==> config.mk <==
export PLATFORM = sky130hd
export DESIGN_NAME = mem_io_access_seq_flat
export DESIGN_NICKNAME = d
export VERILOG_FILES = /design/src/rtl/mem_io_access_seq_if.sv /design/src/rtl/mem_io_access_seq.sv /design/src/flat_wrapper.sv
export SDC_FILE = /design/constraint.sdc
export NUM_CORES = 1
export LEC_CHECK = 0
export BUFFER_PORTS_ARGS = -buffer_cell sky130_fd_sc_hd__buf_2
export CAP_MARGIN = 20
export CORE_MARGIN = 3
export CORE_UTILIZATION = 42
export CTS_BUF_LIST = sky130_fd_sc_hd__clkbuf_4 sky130_fd_sc_hd__clkbuf_8
export CTS_CLUSTER_SIZE = 30
export DETAILED_ROUTE_END_ITERATION = 16
export PLACE_DENSITY_LB_ADDON = 0.1
export SYNTH_ARGS = -nofsm -noshare
export SYNTH_HDL_FRONTEND = slang
export SYNTH_SLANG_ARGS = --single-unit
==> constraint.sdc <==
create_clock -name clk -period 2 [get_ports clk]
set_clock_uncertainty 0.15 [all_clocks]
set_input_delay 0.1 -clock clk [delete_from_list [all_inputs] [get_ports clk]]
set_output_delay 0.1 -clock clk [all_outputs]
set_load 0.05 [all_outputs]
==> src/rtl/mem_io_access_seq_if.sv <==
// CPU-side strobes, BRAM port and memory-mapped IO bus of mem_io_access_seq.
// master = sequencer side, slave = decoder/RAM/IO side.
// io_req is held by the master until the slave returns a one-cycle io_ack.
interface mem_io_access_seq_if;
  logic        mem_read;
  logic        mem_write;
  logic        io_read;
  logic        io_write;
  logic [31:0] addr;
  logic [31:0] wdata;
  logic        ram_en;
  logic        ram_we;
  logic [13:0] ram_addr;
  logic [31:0] ram_wdata;
  logic [31:0] ram_rdata;
  logic        io_req;
  logic        io_we;
  logic [9:0]  io_addr;
  logic [31:0] io_wdata;
  logic        io_ack;
  logic [31:0] io_rdata;
  logic [31:0] rdata;
  logic        rdata_valid;
  logic        stall;
  logic        io_err;

  modport master (
    input  mem_read, mem_write, io_read, io_write, addr, wdata,
    input  ram_rdata, io_ack, io_rdata,
    output ram_en, ram_we, ram_addr, ram_wdata,
    output io_req, io_we, io_addr, io_wdata,
    output rdata, rdata_valid, stall, io_err
  );

  modport slave (
    output mem_read, mem_write, io_read, io_write, addr, wdata,
    output ram_rdata, io_ack, io_rdata,
    input  ram_en, ram_we, ram_addr, ram_wdata,
    input  io_req, io_we, io_addr, io_wdata,
    input  rdata, rdata_valid, stall, io_err
  );
endinterface

==> src/rtl/mem_io_access_seq.sv <==
// Sequences decoded RAM/IO load-store strobes onto BRAM and IO bus; IO_TIMEOUT_EN adds an IO watchdog.
// Latency: stores 0 stall cycles, RAM loads RAM_LATENCY+1, IO accesses 1 + cycles until io_ack.
// Backpressure: stall holds PC/regfile while a load or IO access is in flight; io_req held until io_ack.
module mem_io_access_seq #(
  parameter int RAM_LATENCY = 1,
  parameter int IO_TIMEOUT  = 255
) (
  input logic                 clk,
  input logic                 rst_n,
  mem_io_access_seq_if.master bus
);

  typedef enum logic [1:0] {IDLE, RAM_WAIT, IO_WAIT, DONE} state_t;

  state_t      state;
  logic [2:0]  lat_cnt;
  logic [9:0]  io_addr_q;
  logic [31:0] io_wdata_q;
  logic        io_we_q;
  logic        io_rd_q;
  logic [31:0] rdata_q;
  logic        rdata_valid_q;

  logic in_idle;
  logic sel_io_rd;
  logic sel_io_wr;
  logic sel_io;
  logic sel_ram_rd;
  logic sel_ram_wr;

  // Fixed priority: io_read > io_write > mem_read > mem_write.
  assign in_idle    = (state == IDLE);
  assign sel_io_rd  = in_idle & bus.io_read;
  assign sel_io_wr  = in_idle & ~bus.io_read & bus.io_write;
  assign sel_io     = sel_io_rd | sel_io_wr;
  assign sel_ram_rd = in_idle & ~bus.io_read & ~bus.io_write & bus.mem_read;
  assign sel_ram_wr = in_idle & ~bus.io_read & ~bus.io_write & ~bus.mem_read & bus.mem_write;

  // Issue-cycle outputs are combinational from the strobes; gating with rst_n
  // keeps them low during reset even if the decoder still holds a strobe.
  logic out_io;
  logic out_ram_rd;
  logic out_ram_wr;

  assign out_io     = rst_n & sel_io;
  assign out_ram_rd = rst_n & sel_ram_rd;
  assign out_ram_wr = rst_n & sel_ram_wr;

  assign bus.ram_en    = out_ram_rd | out_ram_wr;
  assign bus.ram_we    = out_ram_wr;
  assign bus.ram_addr  = (out_ram_rd | out_ram_wr) ? bus.addr[15:2] : 14'd0;
  assign bus.ram_wdata = out_ram_wr ? bus.wdata : 32'd0;

  assign bus.io_req   = out_io | (state == IO_WAIT);
  assign bus.io_we    = out_io ? (rst_n & sel_io_wr) : ((state == IO_WAIT) & io_we_q);
  assign bus.io_addr  = out_io ? bus.addr[9:0] : io_addr_q;
  assign bus.io_wdata = out_io ? bus.wdata : io_wdata_q;

  assign bus.stall       = out_ram_rd | out_io | (state == RAM_WAIT) | (state == IO_WAIT);
  assign bus.rdata       = rdata_q;
  assign bus.rdata_valid = rdata_valid_q;

`ifdef IO_TIMEOUT_EN
  localparam int TW = $clog2(IO_TIMEOUT + 1);
  localparam logic [TW-1:0] TMO_LAST = TW'(IO_TIMEOUT - 1);

  logic [TW-1:0] tmo_cnt;
  logic          io_err_q;

  assign bus.io_err = io_err_q;
`else
  logic [31:0] unused_io_timeout;

  assign unused_io_timeout = 32'(IO_TIMEOUT);
  assign bus.io_err        = 1'b0;
`endif

  always_ff @(posedge clk or negedge rst_n) begin
    if (!rst_n) begin
      state         <= IDLE;
      lat_cnt       <= 3'd0;
      io_addr_q     <= 10'd0;
      io_wdata_q    <= 32'd0;
      io_we_q       <= 1'b0;
      io_rd_q       <= 1'b0;
      rdata_q       <= 32'd0;
      rdata_valid_q <= 1'b0;
`ifdef IO_TIMEOUT_EN
      tmo_cnt       <= '0;
      io_err_q      <= 1'b0;
`endif
    end else begin
      rdata_valid_q <= 1'b0;
      case (state)
        IDLE: begin
          if (sel_io) begin
            io_addr_q  <= bus.addr[9:0];
            io_wdata_q <= bus.wdata;
            io_we_q    <= sel_io_wr;
            io_rd_q    <= sel_io_rd;
`ifdef IO_TIMEOUT_EN
            tmo_cnt    <= '0;
`endif
            // An ack arriving in the issue cycle completes the access at once.
            if (bus.io_ack) begin
              if (sel_io_rd) rdata_q <= bus.io_rdata;
              rdata_valid_q <= sel_io_rd;
              state         <= DONE;
            end else begin
              state <= IO_WAIT;
            end
          end else if (sel_ram_rd) begin
            lat_cnt <= 3'(RAM_LATENCY - 1);
            state   <= RAM_WAIT;
          end
        end

        RAM_WAIT: begin
          if (lat_cnt == 3'd0) begin
            rdata_q       <= bus.ram_rdata;
            rdata_valid_q <= 1'b1;
            state         <= DONE;
          end else begin
            lat_cnt <= lat_cnt - 3'd1;
          end
        end

        IO_WAIT: begin
          if (bus.io_ack) begin
            if (io_rd_q) rdata_q <= bus.io_rdata;
            rdata_valid_q <= io_rd_q;
            state         <= DONE;
          end
`ifdef IO_TIMEOUT_EN
          else if (tmo_cnt == TMO_LAST) begin
            io_err_q      <= 1'b1;
            rdata_q       <= 32'd0;
            rdata_valid_q <= io_rd_q;
            state         <= DONE;
          end else begin
            tmo_cnt <= tmo_cnt + 1'b1;
          end
`endif
        end

        // The PC advances at the end of DONE, so any strobe still high here is stale.
        DONE: state <= IDLE;

        default: state <= IDLE;
      endcase
    end
  end

endmodule

==> src/flat_wrapper.sv <==
// flat-port wrapper written by rule: the top's interface ports become plain ports
module mem_io_access_seq_flat 
#(
  parameter int RAM_LATENCY = 1,
  parameter int IO_TIMEOUT  = 255
)
  (clk, rst_n, bus_mem_read, bus_mem_write, bus_io_read, bus_io_write, bus_addr, bus_wdata, bus_ram_rdata, bus_io_ack, bus_io_rdata, bus_ram_en, bus_ram_we, bus_ram_addr, bus_ram_wdata, bus_io_req, bus_io_we, bus_io_addr, bus_io_wdata, bus_rdata, bus_rdata_valid, bus_stall, bus_io_err);
  mem_io_access_seq_if bus_i ();
  input logic clk;
  input logic rst_n;
  input wire logic [$bits(bus_i.mem_read)-1:0] bus_mem_read;
  input wire logic [$bits(bus_i.mem_write)-1:0] bus_mem_write;
  input wire logic [$bits(bus_i.io_read)-1:0] bus_io_read;
  input wire logic [$bits(bus_i.io_write)-1:0] bus_io_write;
  input wire logic [$bits(bus_i.addr)-1:0] bus_addr;
  input wire logic [$bits(bus_i.wdata)-1:0] bus_wdata;
  input wire logic [$bits(bus_i.ram_rdata)-1:0] bus_ram_rdata;
  input wire logic [$bits(bus_i.io_ack)-1:0] bus_io_ack;
  input wire logic [$bits(bus_i.io_rdata)-1:0] bus_io_rdata;
  output wire logic [$bits(bus_i.ram_en)-1:0] bus_ram_en;
  output wire logic [$bits(bus_i.ram_we)-1:0] bus_ram_we;
  output wire logic [$bits(bus_i.ram_addr)-1:0] bus_ram_addr;
  output wire logic [$bits(bus_i.ram_wdata)-1:0] bus_ram_wdata;
  output wire logic [$bits(bus_i.io_req)-1:0] bus_io_req;
  output wire logic [$bits(bus_i.io_we)-1:0] bus_io_we;
  output wire logic [$bits(bus_i.io_addr)-1:0] bus_io_addr;
  output wire logic [$bits(bus_i.io_wdata)-1:0] bus_io_wdata;
  output wire logic [$bits(bus_i.rdata)-1:0] bus_rdata;
  output wire logic [$bits(bus_i.rdata_valid)-1:0] bus_rdata_valid;
  output wire logic [$bits(bus_i.stall)-1:0] bus_stall;
  output wire logic [$bits(bus_i.io_err)-1:0] bus_io_err;
  assign bus_i.mem_read = bus_mem_read;
  assign bus_i.mem_write = bus_mem_write;
  assign bus_i.io_read = bus_io_read;
  assign bus_i.io_write = bus_io_write;
  assign bus_i.addr = bus_addr;
  assign bus_i.wdata = bus_wdata;
  assign bus_i.ram_rdata = bus_ram_rdata;
  assign bus_i.io_ack = bus_io_ack;
  assign bus_i.io_rdata = bus_io_rdata;
  assign bus_ram_en = bus_i.ram_en;
  assign bus_ram_we = bus_i.ram_we;
  assign bus_ram_addr = bus_i.ram_addr;
  assign bus_ram_wdata = bus_i.ram_wdata;
  assign bus_io_req = bus_i.io_req;
  assign bus_io_we = bus_i.io_we;
  assign bus_io_addr = bus_i.io_addr;
  assign bus_io_wdata = bus_i.io_wdata;
  assign bus_rdata = bus_i.rdata;
  assign bus_rdata_valid = bus_i.rdata_valid;
  assign bus_stall = bus_i.stall;
  assign bus_io_err = bus_i.io_err;
  mem_io_access_seq #(.RAM_LATENCY(RAM_LATENCY), .IO_TIMEOUT(IO_TIMEOUT)) u_core (.clk(clk), .rst_n(rst_n), .bus(bus_i));
endmodule
==> results.py <==
metrics = {
    "run_status": {
        "status": "finished with violations",
        "violations": "negative setup slack",
    },
    "timing": {
        "setup_violations": 124,
        "fmax_ghz": 0.414,
        "post-route-min-period_ns": 2.41,
        "period_share_pct": 121,
        "rsz0062_at_grt": "true",
        "slew_viol_final": 0,
        "setup_slack_ns": -0.413,
        "tightest_slew_ns": 0.753,
        "slew_headroom_pct": 49.8,
        "hold_violations": 0,
        "whs_ns": 0.0210,
    },
    "worst_setup_path": {
        "r2r_start": "u_core.state[0]",
        "crit_type": "register to primary output",
        "critPathLaunch": "u_core.state[1]",
        "r2r-end": "u_core.bus.rdata[9]",
        "arrival_ns": 2.16,
        "rr_worst_depth": 9,
        "crit_fanout": 7,
        "r2r_slack_ns": -0.16,
        "required_ns": 1.75,
        "endpoint": "bus_io_wdata[26]",
        "worstSetupEndpointType": "primary output",
        "timing.critical_path.from_type": "register",
    },
    "synth": {
        "synthAdderAreaFrac_pct": 1.83,
        "ys.warnings.count": 0,
        "synth_compound_area_share_pct": 4.35,
        "async_flop_share_pct": 100,
        "synth_top_cell_by_area": "dfrtp_1",
        "ys_seq_area_share_pct": 42.9,
        "yosys.cell_types.count": 41,
        "syn_nets": 503,
        "synth_xor_area_share_pct": 0,
        "synth_area_mm2": 0.00478,
        "synthTopCellsByArea": "dfrtp_1 (43%), mux2_2 (28%), mux2_4 (9.4%)",
        "synth_top_area_share_pct": 42.9,
        "synthMuxAreaShare_pct": 37.7,
        "synth_area_per_cell_um2": 13.2,
        "ys.flop_type": "dfrtp_1",
        "synth-seq-cells": 82,
        "synth-simple-area-share_pct": 8.56,
        "synthCells": 361,
        "synth_top_family_by_area": "multiplexers",
        "synth_edf_count": 0,
    },
    "placed_design": {
        "dp_hpwl_um": 8800,
        "routabilityCongestion": 0.750,
        "placed_cells": 748,
        "numPortBuffers": 244,
    },
    "final_layout": {
        "final.fill_count": 543,
        "final_common_cell": "buf_2",
        "num-nets-final": 892,
        "final_util_pct": 83.4,
        "insertedDiodeCount": 0,
        "drive_above_1_share_pct": 69.1,
        "fin_cells": 894,
        "area.growth.synth_to_final_pct": 91.8,
        "final_cell_mix": "buf_2 (150), dlygate4sd3_1 (109), dfrtp_1 (82), mux2_2 (76), mux2_4 (73)",
    },
    "drt": {
        "drc": 0,
        "drtIter0Drc": 166,
        "ant_nets": 0,
        "vias_per_cell": 5.00,
        "drt-pass1-iter-count": 4,
        "vias": 4471,
        "wl_per_cell_um": 19.2,
        "wl_um": 17100,
    },
    "power_and_ir_drop": {
        "power.leakage_nw": 4.48,
        "ir_worst_vdd_v": 0.00153,
        "power-per-cell-area_mw_per_mm2": 1660,
    },
    "floorplanning": {
        "dieArea_mm2": 0.0127,
        "start_util_pct": 43.5,
        "io-pin-count": 262,
        "fp.dieH_um": 113,
        "core_area_mm2": 0.0110,
        "row_count": 38,
        "die_w_um": 113,
    },
    "global_route": {
        "grt_start_max_net_pins": 60,
        "grt_overflow": 0,
        "gr-usage-all-layers_pct": 24.8,
        "antenna_found_initial": 0,
        "grt_pass1_wl_um": 25300,
        "grt_pass1_vias": 4999,
    },
    "clock_network": {
        "clkTransAtPathRegs_ns": 0.08,
        "numCtsBuffers": 9,
        "root_buffer": "clkbuf_8",
        "clk_path_buf_depth": 2,
        "clk-insertion-delay-late_ns": 0.35,
        "clock_sinks": 82,
        "tritoncts": "done",
        "cts-htree-levels": 3,
    },
    "flow_run": {
        "maxCapViolCount": 0,
    },
    "min_path": {
        "hp-class": "input pin to register",
    },
}
-- power breakdown --
group          internal [mW]  switching [mW]  total (mW)
registers               2.51           0.489        3.00
clock network          0.728           0.590        1.32
logic                   5.19            5.72        10.9
total                   8.42            6.80        15.2
-- worst min-delay path by stage --
stage | start | to | slack [ns] | cells past startpoint
finish | bus_io_write | u_core.state[1] | 0.02 | 3
global route | bus_io_write | u_core.state[1] | 0.01 | 3
CTS | bus_io_write | u_core.state[1] | 0.004 | 3
detailed placement | rst_n | u_core.state[1] | -0.20 | 1
global placement | rst_n | u_core.state[1] | -0.20 | 1
floorplan | rst_n | u_core.bus.rdata[0] | -0.35 | 0
-- per-layer routing --
layer  wire length (um)  GRT usage (%)
met1               6090           27.0
met2               9560           46.9
met3                962           4.85
met4                527           9.86
met5                  0              0
-- per-stage QoR --
step           power (mW)  setup TNS [ns]  area (um2)  worst slack, ns
3_5_place_dp         11.8           -3.58        6530          -0.0704
6_report             15.2          -37.79        9160           -0.413
5_1_grt              15.8          -45.09        9160           -0.476
4_1_cts              14.8          -42.10        8820           -0.419
2_1_floorplan        10.0           -1.37        5040           -0.134
3_3_place_gp         11.6           -1.07        6530          -0.0438
-- sequential cells by signal, indices dropped and copies added, names as in the netlist --
signal	count
u_core.bus.rdata	32
u_core.bus.rdata_valid	1
u_core.io_addr_q	10
u_core.io_rd_q	1
u_core.io_wdata_q	32
u_core.io_we_q	1
u_core.lat_cnt	3
u_core.state	2
-- synthesized netlist by cell type, types with 2 or more instances --
library cell / count
a22o_1: 3
nor2_1: 3
and2_1: 46
clkbuf_1: 6
nand2_1: 2
nand3b_1: 2
ha_1: 7
buf_6: 11
mux2_1: 2
buf_2: 3
nand2b_1: 3
buf_4: 3
a21oi_1: 4
dfrtp_1: 82
mux2_4: 30
o21ai_0: 3
mux2_2: 117
inv_1: 8
o22ai_1: 4
-- worst max-delay path, cell delays in order, from the launching register on --
cell	delay [ns]
dfrtp_1	0.37
inv_2	0.07
buf_4	0.14
ha_4	0.15
mux2_4	0.30
nand2_8	0.15
clkbuf_16	0.18
mux2_4	0.31
buf_8	0.15
-- cell families (layout without fill, tap and decap cells) --
kind of cell	after synthesis	in the layout
AO/OA/AOI/OAI	25	25
multiplexers	150	150
adder cells (fa/ha/maj)	7	7
flip-flops	82	82
buffers and inverters	32	425
AND/OR/NAND/NOR	64	64
other	1	1
-- final cells by class --
class / count / area [um2] / area share [%]
multi-input cells: 247 / 2870 / 31.3
inverters: 9 / 33.8 / 0.369
repair buffers: 401 / 3810 / 41.6
clock inverters: 5 / 78.8 / 0.860
flip-flops and latches: 82 / 2050 / 22.4
well taps: 140 / 175 / 1.91
clock buffers: 10 / 138 / 1.50
-- repair_timing --
item                                   in CTS  in global routing
gates resized for setup                   241                 66
pin swaps                                   3                 44
setup buffers                              10                  8
endpoints found under the hold margin     158                  0
gates cloned                                4                  6
setup endpoints to repair                 125                130
hold buffers                              109                  0
No activity file was read; power rests on OpenSTA's default activity.
